<file path="src/rtl/btn_debounce.sv">
// Push-button conditioner: synchronizes the raw pad input and debounces it.
// Produces a stable level and single-cycle press, release and long-press pulses.
module btn_debounce #(
  parameter int unsigned SYNC_STAGES       = 2,
  parameter int unsigned DEBOUNCE_CYCLES   = 120000,
  parameter int unsigned LONG_PRESS_CYCLES = 12000000,
  parameter bit          ACTIVE_LOW        = 1'b0
) (
  input  logic sysclk,
  input  logic rst_n,
  input  logic btn,
  output logic btn_level,
  output logic btn_press,
  output logic btn_release,
  output logic btn_long
);

  localparam int unsigned DCNT_W = $clog2(DEBOUNCE_CYCLES);
  localparam int unsigned HCNT_W = $clog2(LONG_PRESS_CYCLES + 1);

  localparam logic [DCNT_W-1:0] DCNT_LAST = DCNT_W'(DEBOUNCE_CYCLES - 1);
  localparam logic [DCNT_W-1:0] DCNT_ONE  = DCNT_W'(1);
  localparam logic [HCNT_W-1:0] HCNT_MAX  = HCNT_W'(LONG_PRESS_CYCLES);
  localparam logic [HCNT_W-1:0] HCNT_FIRE = HCNT_W'(LONG_PRESS_CYCLES - 1);
  localparam logic [HCNT_W-1:0] HCNT_ONE  = HCNT_W'(1);

  typedef enum logic [1:0] {
    ST_RELEASED      = 2'd0,
    ST_CHECK_PRESS   = 2'd1,
    ST_PRESSED       = 2'd2,
    ST_CHECK_RELEASE = 2'd3
  } state_t;

  logic [SYNC_STAGES-1:0] r_sync;
  state_t                 r_state;
  state_t                 w_state_nxt;
  logic [DCNT_W-1:0]      r_dcnt;
  logic [DCNT_W-1:0]      w_dcnt_nxt;
  logic [HCNT_W-1:0]      r_hcnt;
  logic                   r_level;
  logic                   r_press;
  logic                   r_release;
  logic                   r_long;
  logic                   w_btn_act;
  logic                   w_s;
  logic                   w_accept_press;
  logic                   w_accept_release;
  logic                   w_level_nxt;
  logic                   w_press_nxt;
  logic                   w_release_nxt;
  logic                   w_long_nxt;

  // Polarity normalisation happens ahead of the first flop so the chain resets to "released".
  assign w_btn_act = btn ^ ACTIVE_LOW;
  assign w_s       = r_sync[SYNC_STAGES-1];

  always_ff @(posedge sysclk or negedge rst_n) begin
    if (!rst_n) begin
      r_sync <= '0;
    end else begin
      r_sync <= {r_sync[SYNC_STAGES-2:0], w_btn_act};
    end
  end

  // State register, debounce counter and registered outputs.
  always_ff @(posedge sysclk or negedge rst_n) begin
    if (!rst_n) begin
      r_state   <= ST_RELEASED;
      r_dcnt    <= '0;
      r_level   <= 1'b0;
      r_press   <= 1'b0;
      r_release <= 1'b0;
      r_long    <= 1'b0;
    end else begin
      r_state   <= w_state_nxt;
      r_dcnt    <= w_dcnt_nxt;
      r_level   <= w_level_nxt;
      r_press   <= w_press_nxt;
      r_release <= w_release_nxt;
      r_long    <= w_long_nxt;
    end
  end

  // Next state: any opposite sample inside a CHECK state abandons the window.
  always_comb begin
    w_state_nxt = r_state;
    w_dcnt_nxt  = r_dcnt;
    case (r_state)
      ST_RELEASED: begin
        if (w_s) begin
          w_state_nxt = ST_CHECK_PRESS;
          w_dcnt_nxt  = DCNT_ONE;
        end else begin
          w_dcnt_nxt  = '0;
        end
      end
      ST_CHECK_PRESS: begin
        if (!w_s) begin
          w_state_nxt = ST_RELEASED;
          w_dcnt_nxt  = '0;
        end else if (r_dcnt == DCNT_LAST) begin
          w_state_nxt = ST_PRESSED;
          w_dcnt_nxt  = '0;
        end else begin
          w_dcnt_nxt  = r_dcnt + DCNT_ONE;
        end
      end
      ST_PRESSED: begin
        if (!w_s) begin
          w_state_nxt = ST_CHECK_RELEASE;
          w_dcnt_nxt  = DCNT_ONE;
        end else begin
          w_dcnt_nxt  = '0;
        end
      end
      ST_CHECK_RELEASE: begin
        if (w_s) begin
          w_state_nxt = ST_PRESSED;
          w_dcnt_nxt  = '0;
        end else if (r_dcnt == DCNT_LAST) begin
          w_state_nxt = ST_RELEASED;
          w_dcnt_nxt  = '0;
        end else begin
          w_dcnt_nxt  = r_dcnt + DCNT_ONE;
        end
      end
      default: begin
        w_state_nxt = ST_RELEASED;
        w_dcnt_nxt  = '0;
      end
    endcase
  end

  // Output decode; values are registered above.
  always_comb begin
    w_accept_press   = 1'b0;
    w_accept_release = 1'b0;
    w_level_nxt      = r_level;
    w_press_nxt      = 1'b0;
    w_release_nxt    = 1'b0;
    w_long_nxt       = r_level && (r_hcnt == HCNT_FIRE);
    if ((r_state == ST_CHECK_PRESS) && w_s && (r_dcnt == DCNT_LAST)) begin
      w_accept_press = 1'b1;
      w_level_nxt    = 1'b1;
      w_press_nxt    = 1'b1;
    end
    if ((r_state == ST_CHECK_RELEASE) && !w_s && (r_dcnt == DCNT_LAST)) begin
      w_accept_release = 1'b1;
      w_level_nxt      = 1'b0;
      w_release_nxt    = 1'b1;
    end
  end

  // Hold counter: runs while the level is high, saturates so the long pulse cannot repeat.
  always_ff @(posedge sysclk or negedge rst_n) begin
    if (!rst_n) begin
      r_hcnt <= '0;
    end else if (w_accept_press) begin
      r_hcnt <= '0;
    end else if (r_level && (r_hcnt != HCNT_MAX)) begin
      r_hcnt <= r_hcnt + HCNT_ONE;
    end
  end

  assign btn_level   = r_level;
  assign btn_press   = r_press;
  assign btn_release = r_release;
  assign btn_long    = r_long;

endmodule

</file>
<file path="config.mk">
export PLATFORM = sky130hd
export DESIGN_NAME = btn_debounce
export DESIGN_NICKNAME = d
export VERILOG_FILES = /design/src/rtl/btn_debounce.sv
export SDC_FILE = /design/constraint.sdc
export NUM_CORES = 1
export LEC_CHECK = 0
export ABC_AREA = 1
export BUFFER_PORTS_ARGS = -buffer_cell sky130_fd_sc_hd__buf_2
export CORE_MARGIN = 5
export CORE_UTILIZATION = 26
export DETAILED_ROUTE_END_ITERATION = 10
export MAX_ROUTING_LAYER = met4
export PLACE_DENSITY = 0.49
export SKIP_LAST_GASP = 1
export SLEW_MARGIN = 20
export SYNTH_ARGS = -nofsm -noshare
export SYNTH_HDL_FRONTEND = slang
export SYNTH_SLANG_ARGS = --single-unit
export TNS_END_PERCENT = 30
</file>
<file path="constraint.sdc">
create_clock -name sysclk -period 4.2 [get_ports sysclk]
set_input_delay 0.84 -clock sysclk [delete_from_list [all_inputs] [get_ports sysclk]]
set_output_delay 0.84 -clock sysclk [all_outputs]
set_load 0.01 [all_outputs]
</file>
==> summary.md <==
### STA
• accumulated negative setup slack: 0 ns
• Highest Clock Rate: 464 MHz
• Fin. Hold Viols: 0
• final worst-path cycle share: 51.3%
• RSZ-0062 raised after global routing: no
• Slew HR: 46.6%
• Clock Skew: 0.00500 ns
• transition at the pin with the smallest max-transition slack: 0.801 ns
• worst-case setup margin in the final layout: 2.05 ns
• endpoints failing setup: 0
• minimum clock period after layout: 2.15 ns
• Final Max Slew Viols: 0

### Critical path
• CP Data Required Time: 4.38 ns
• FF-to-FF path depth: 10
• worst setup path category: flop to flop
• arrival time reported for the critical path endpoint: 2.33 ns
• R2R Path End: r_hcnt[10]
• worst reg2reg path startpoint: r_dcnt[0]
• type of element launching the critical path: flop
• category of the worst setup path capture point: flop
• highest net fanout along the worst path: 22
• R2R Setup Slk: 2.05 ns

### Yosys
• cell area after synthesis: 2990 um2
• Mapped Nets: 429
• synthesized-area fraction occupied by ao, oa, aoi and oai cells: 3.05%
• dominant synthesized flop cell: sky130_fd_sc_hd__dfrtp_1
• number of cells produced by synthesis: 423
• Avg Cell Area, Syn: 7.08 um2
• #FFs+latches synth: 49
• dominant combinational cell family by area after synthesis: simple AND/OR/NAND/NOR gates
• most frequent cell after synthesis: sky130_fd_sc_hd__nand2_1
• number of synthesized flops with an enable pin: 0
• simple-gate share of the synthesized area: 43.4%
• total number of yosys warnings: 0
• xor and xnor fraction of the mapped netlist area: 4.39%
• mux cell area share after synthesis: 0%
• adder and majority cell fraction of the synthesized area: 1.25%
• post-synthesis cell type with the largest combined area: sky130_fd_sc_hd__dfrtp_1
• top post-synthesis cells by count: 133 x sky130_fd_sc_hd__nand2_1, 71 x sky130_fd_sc_hd__nor2_1, 49 x sky130_fd_sc_hd__dfrtp_1
• share of synthesized flip-flops with an asynchronous set or reset: 100%
• part of the Yosys area used for sequential elements: 41.0%
• dominant cells by area after synthesis: sky130_fd_sc_hd__dfrtp_1 41%, sky130_fd_sc_hd__nand2_1 17%, sky130_fd_sc_hd__nor2_1 8.9%, sky130_fd_sc_hd__inv_1 4.6%, sky130_fd_sc_hd__nand4_1 4.6%
• number of unique standard cell types used by synthesis: 30
• post-synth top area share: 41.0%

### Min path
• Hold Crit Start: r_sync[0]
• Hold Path End: r_sync[1]
• Min-Delay Path Class: flop to flop
• Cells on Worst Hold Path: 0

### GRT
• met3 layer usage reported by global route: 2.31%
• first-pass GRT wire length: 12.0 mm
• pin count of the biggest net entering global routing: 36
• met2 routing resource usage after global routing: 17.1%
• via count of the first global-routing pass: 2484
• met1 track demand over resource: 13.7%
• antenna violations before repair: 0
• busiest grt layer: met2
• overall global routing resource usage: 10.7%
• overflow left after global routing: 0

### Place
• count of buffers from port buffering: 6
• Post-DP HPWL: 5.08 mm
• Placed Cells: 566
• routability-driven placement congestion ratio: 0.811
• pre-CTS setup slack: 2.05 ns
• dpl cell area: 3160 um2

### Detailed routing
• Detailed Route Iter0 Violations: 98
• post-route DRC violation count: 0
• number of optimization iterations in the first detailed-route pass: 4
• vias post-DR: 2567
• total wirelength of the detailed-routed design: 6.91 mm
• Vias per Instance: 4.47
• average detailed-routed wire length per instance: 12.0 um
• antenna viol nets, final: 0

### Floorplan
• height of the chip: 117 um
• die width: 117 um
• overall die area: 13800 um2
• area of the placeable core: 11400 um2
• number of rows in the core area: 39
• starting density of the core: 26.3%
• number of primary I/O pins: 7

### Finish
• diode count: 0
• cell area after layout: 3320 um2
• fraction of the core area covered by cells at the end of the flow: 29.2%
• share of cells above drive strength 1: 9.74%
• Final Net Count: 436
• signed area change from the synthesized netlist to the final layout: 10.7%
• final standard cell count with taps included and fillers excluded: 574

### CTS
• Longest Clk Path Bufs: 2
• setup fix buffers added after clock tree synthesis: 0
• CTS Hold Bufs: 0
• number of levels in the clock H-tree: 2
• TritonCTS buffer count: 5
• worst skew pair latency: 0.29 ns
• CTS tree: done
• number of gates given a new drive strength after cts: 0
• Num Clock Sinks: 49
• clock slew seen by the registers of the worst setup and hold paths: 0.07 ns
• cell at the root of the clock tree: sky130_fd_sc_hd__clkbuf_16

### Pwr
• power share of the combinational group: 2.0%
• worst ir drop on vdd: 0.000165 V
• PwrDens: 277 nW/um2
• switching power summed over all nets: 202 uW
• proportion of total power due to net switching: 22.0%
• part of the power in registers: 51.9%
• Leak: 1.44 nW
• P_int: 715 uW
• part of the total power dissipated in the clock network: 46.1%

### Run
• max-cap check violation count: 0

### Run status
• result of the run: completed

## sequential cells by signal, indices dropped and copies added (netlist names), named ones only
register     flops
r_hcnt          24
r_dcnt          17
r_sync           2
btn_level        1
btn_long         1
btn_press        1
btn_release      1
r_state          1
## stage by stage
| step | power (mW) | hold slack [ns] |
|---|---|---|
| 2_1_floorplan | 0.492 | 0.331 |
| 3_3_place_gp | 0.505 | 0.333 |
| 3_5_place_dp | 0.505 | 0.340 |
| 4_1_cts | 0.935 | 0.356 |
| 5_1_grt | 0.955 | 0.369 |
| 6_report | 0.917 | 0.354 |
## final cells by class
| cell class | count | area [um2] |
|---|---|---|
| fill | 1255 | 8050 |
| multi-input combinational | 324 | 1560 |
| sequential | 49 | 1230 |
| tap | 143 | 179 |
| inverter | 43 | 161 |
| clock buffer | 6 | 139 |
| timing repair buffer | 7 | 37.5 |
| clock inverter | 2 | 13.8 |
## cell usage in the layout (no fill, tap or decap), types with 5 or more instances in the layout
cell type	count
sky130_fd_sc_hd__nor2_1	71
sky130_fd_sc_hd__inv_2	5
sky130_fd_sc_hd__clkbuf_16	5
sky130_fd_sc_hd__nand4_1	22
sky130_fd_sc_hd__nor2_2	8
sky130_fd_sc_hd__nand2_1	133
sky130_fd_sc_hd__inv_1	37
sky130_fd_sc_hd__xor2_1	11
sky130_fd_sc_hd__nor3_1	8
sky130_fd_sc_hd__dfrtp_1	49
sky130_fd_sc_hd__nand3_1	25
sky130_fd_sc_hd__nand3b_1	5
sky130_fd_sc_hd__buf_2	6
sky130_fd_sc_hd__nand2_2	7
sky130_fd_sc_hd__o21ai_0	9
## power groups by stage
stage	registers, mW	clock network, mW	logic, mW
2_1_floorplan	0.485	0	0.00675
3_3_place_gp	0.485	0	0.0198
3_5_place_dp	0.485	0	0.0196
4_1_cts	0.476	0.439	0.0198
5_1_grt	0.476	0.456	0.0222
6_report	0.476	0.422	0.0186
## logic make-up after synthesis
logic type | after synthesis
AOI/OAI and AO/OA | 16
DFF | 49
and+or+nand+nor | 290
adders and majority gates | 3
buffers and inverters | 50
xor gates and xnor gates | 15
## critical path, stage by stage (launching register included)
cell and delay (ns):
sky130_fd_sc_hd__dfrtp_1 0.38, sky130_fd_sc_hd__ha_1 0.17, sky130_fd_sc_hd__nand2_1 0.08, sky130_fd_sc_hd__nor2_2 0.16
sky130_fd_sc_hd__nand2_1 0.08, sky130_fd_sc_hd__nor2_1 0.12, sky130_fd_sc_hd__nand3_2 0.42, sky130_fd_sc_hd__nand2_2 0.26
sky130_fd_sc_hd__inv_2 0.18, sky130_fd_sc_hd__nand2_1 0.10, sky130_fd_sc_hd__nand2_1 0.06
## per-layer routing
layer  wire, um  vias to the layer above
met1       3420                     1175
met4         93                        0
met2       3180                       29
li1           -                     1354
met3        219                        9
met5          0                        -
## worst max-delay path by stage
stage / startpoint / endpoint / slack [ns]
after floorplan: r_dcnt[0] / r_dcnt[7] / 2.73
after global routing: r_dcnt[0] / r_hcnt[22] / 1.85
after CTS: r_dcnt[0] / r_hcnt[22] / 2.03
after global placement: r_dcnt[0] / r_hcnt[10] / 2.11
after detailed placement: r_dcnt[0] / r_hcnt[22] / 2.05
final: r_dcnt[0] / r_hcnt[10] / 2.05
No activity file was read; power rests on OpenSTA's default activity.
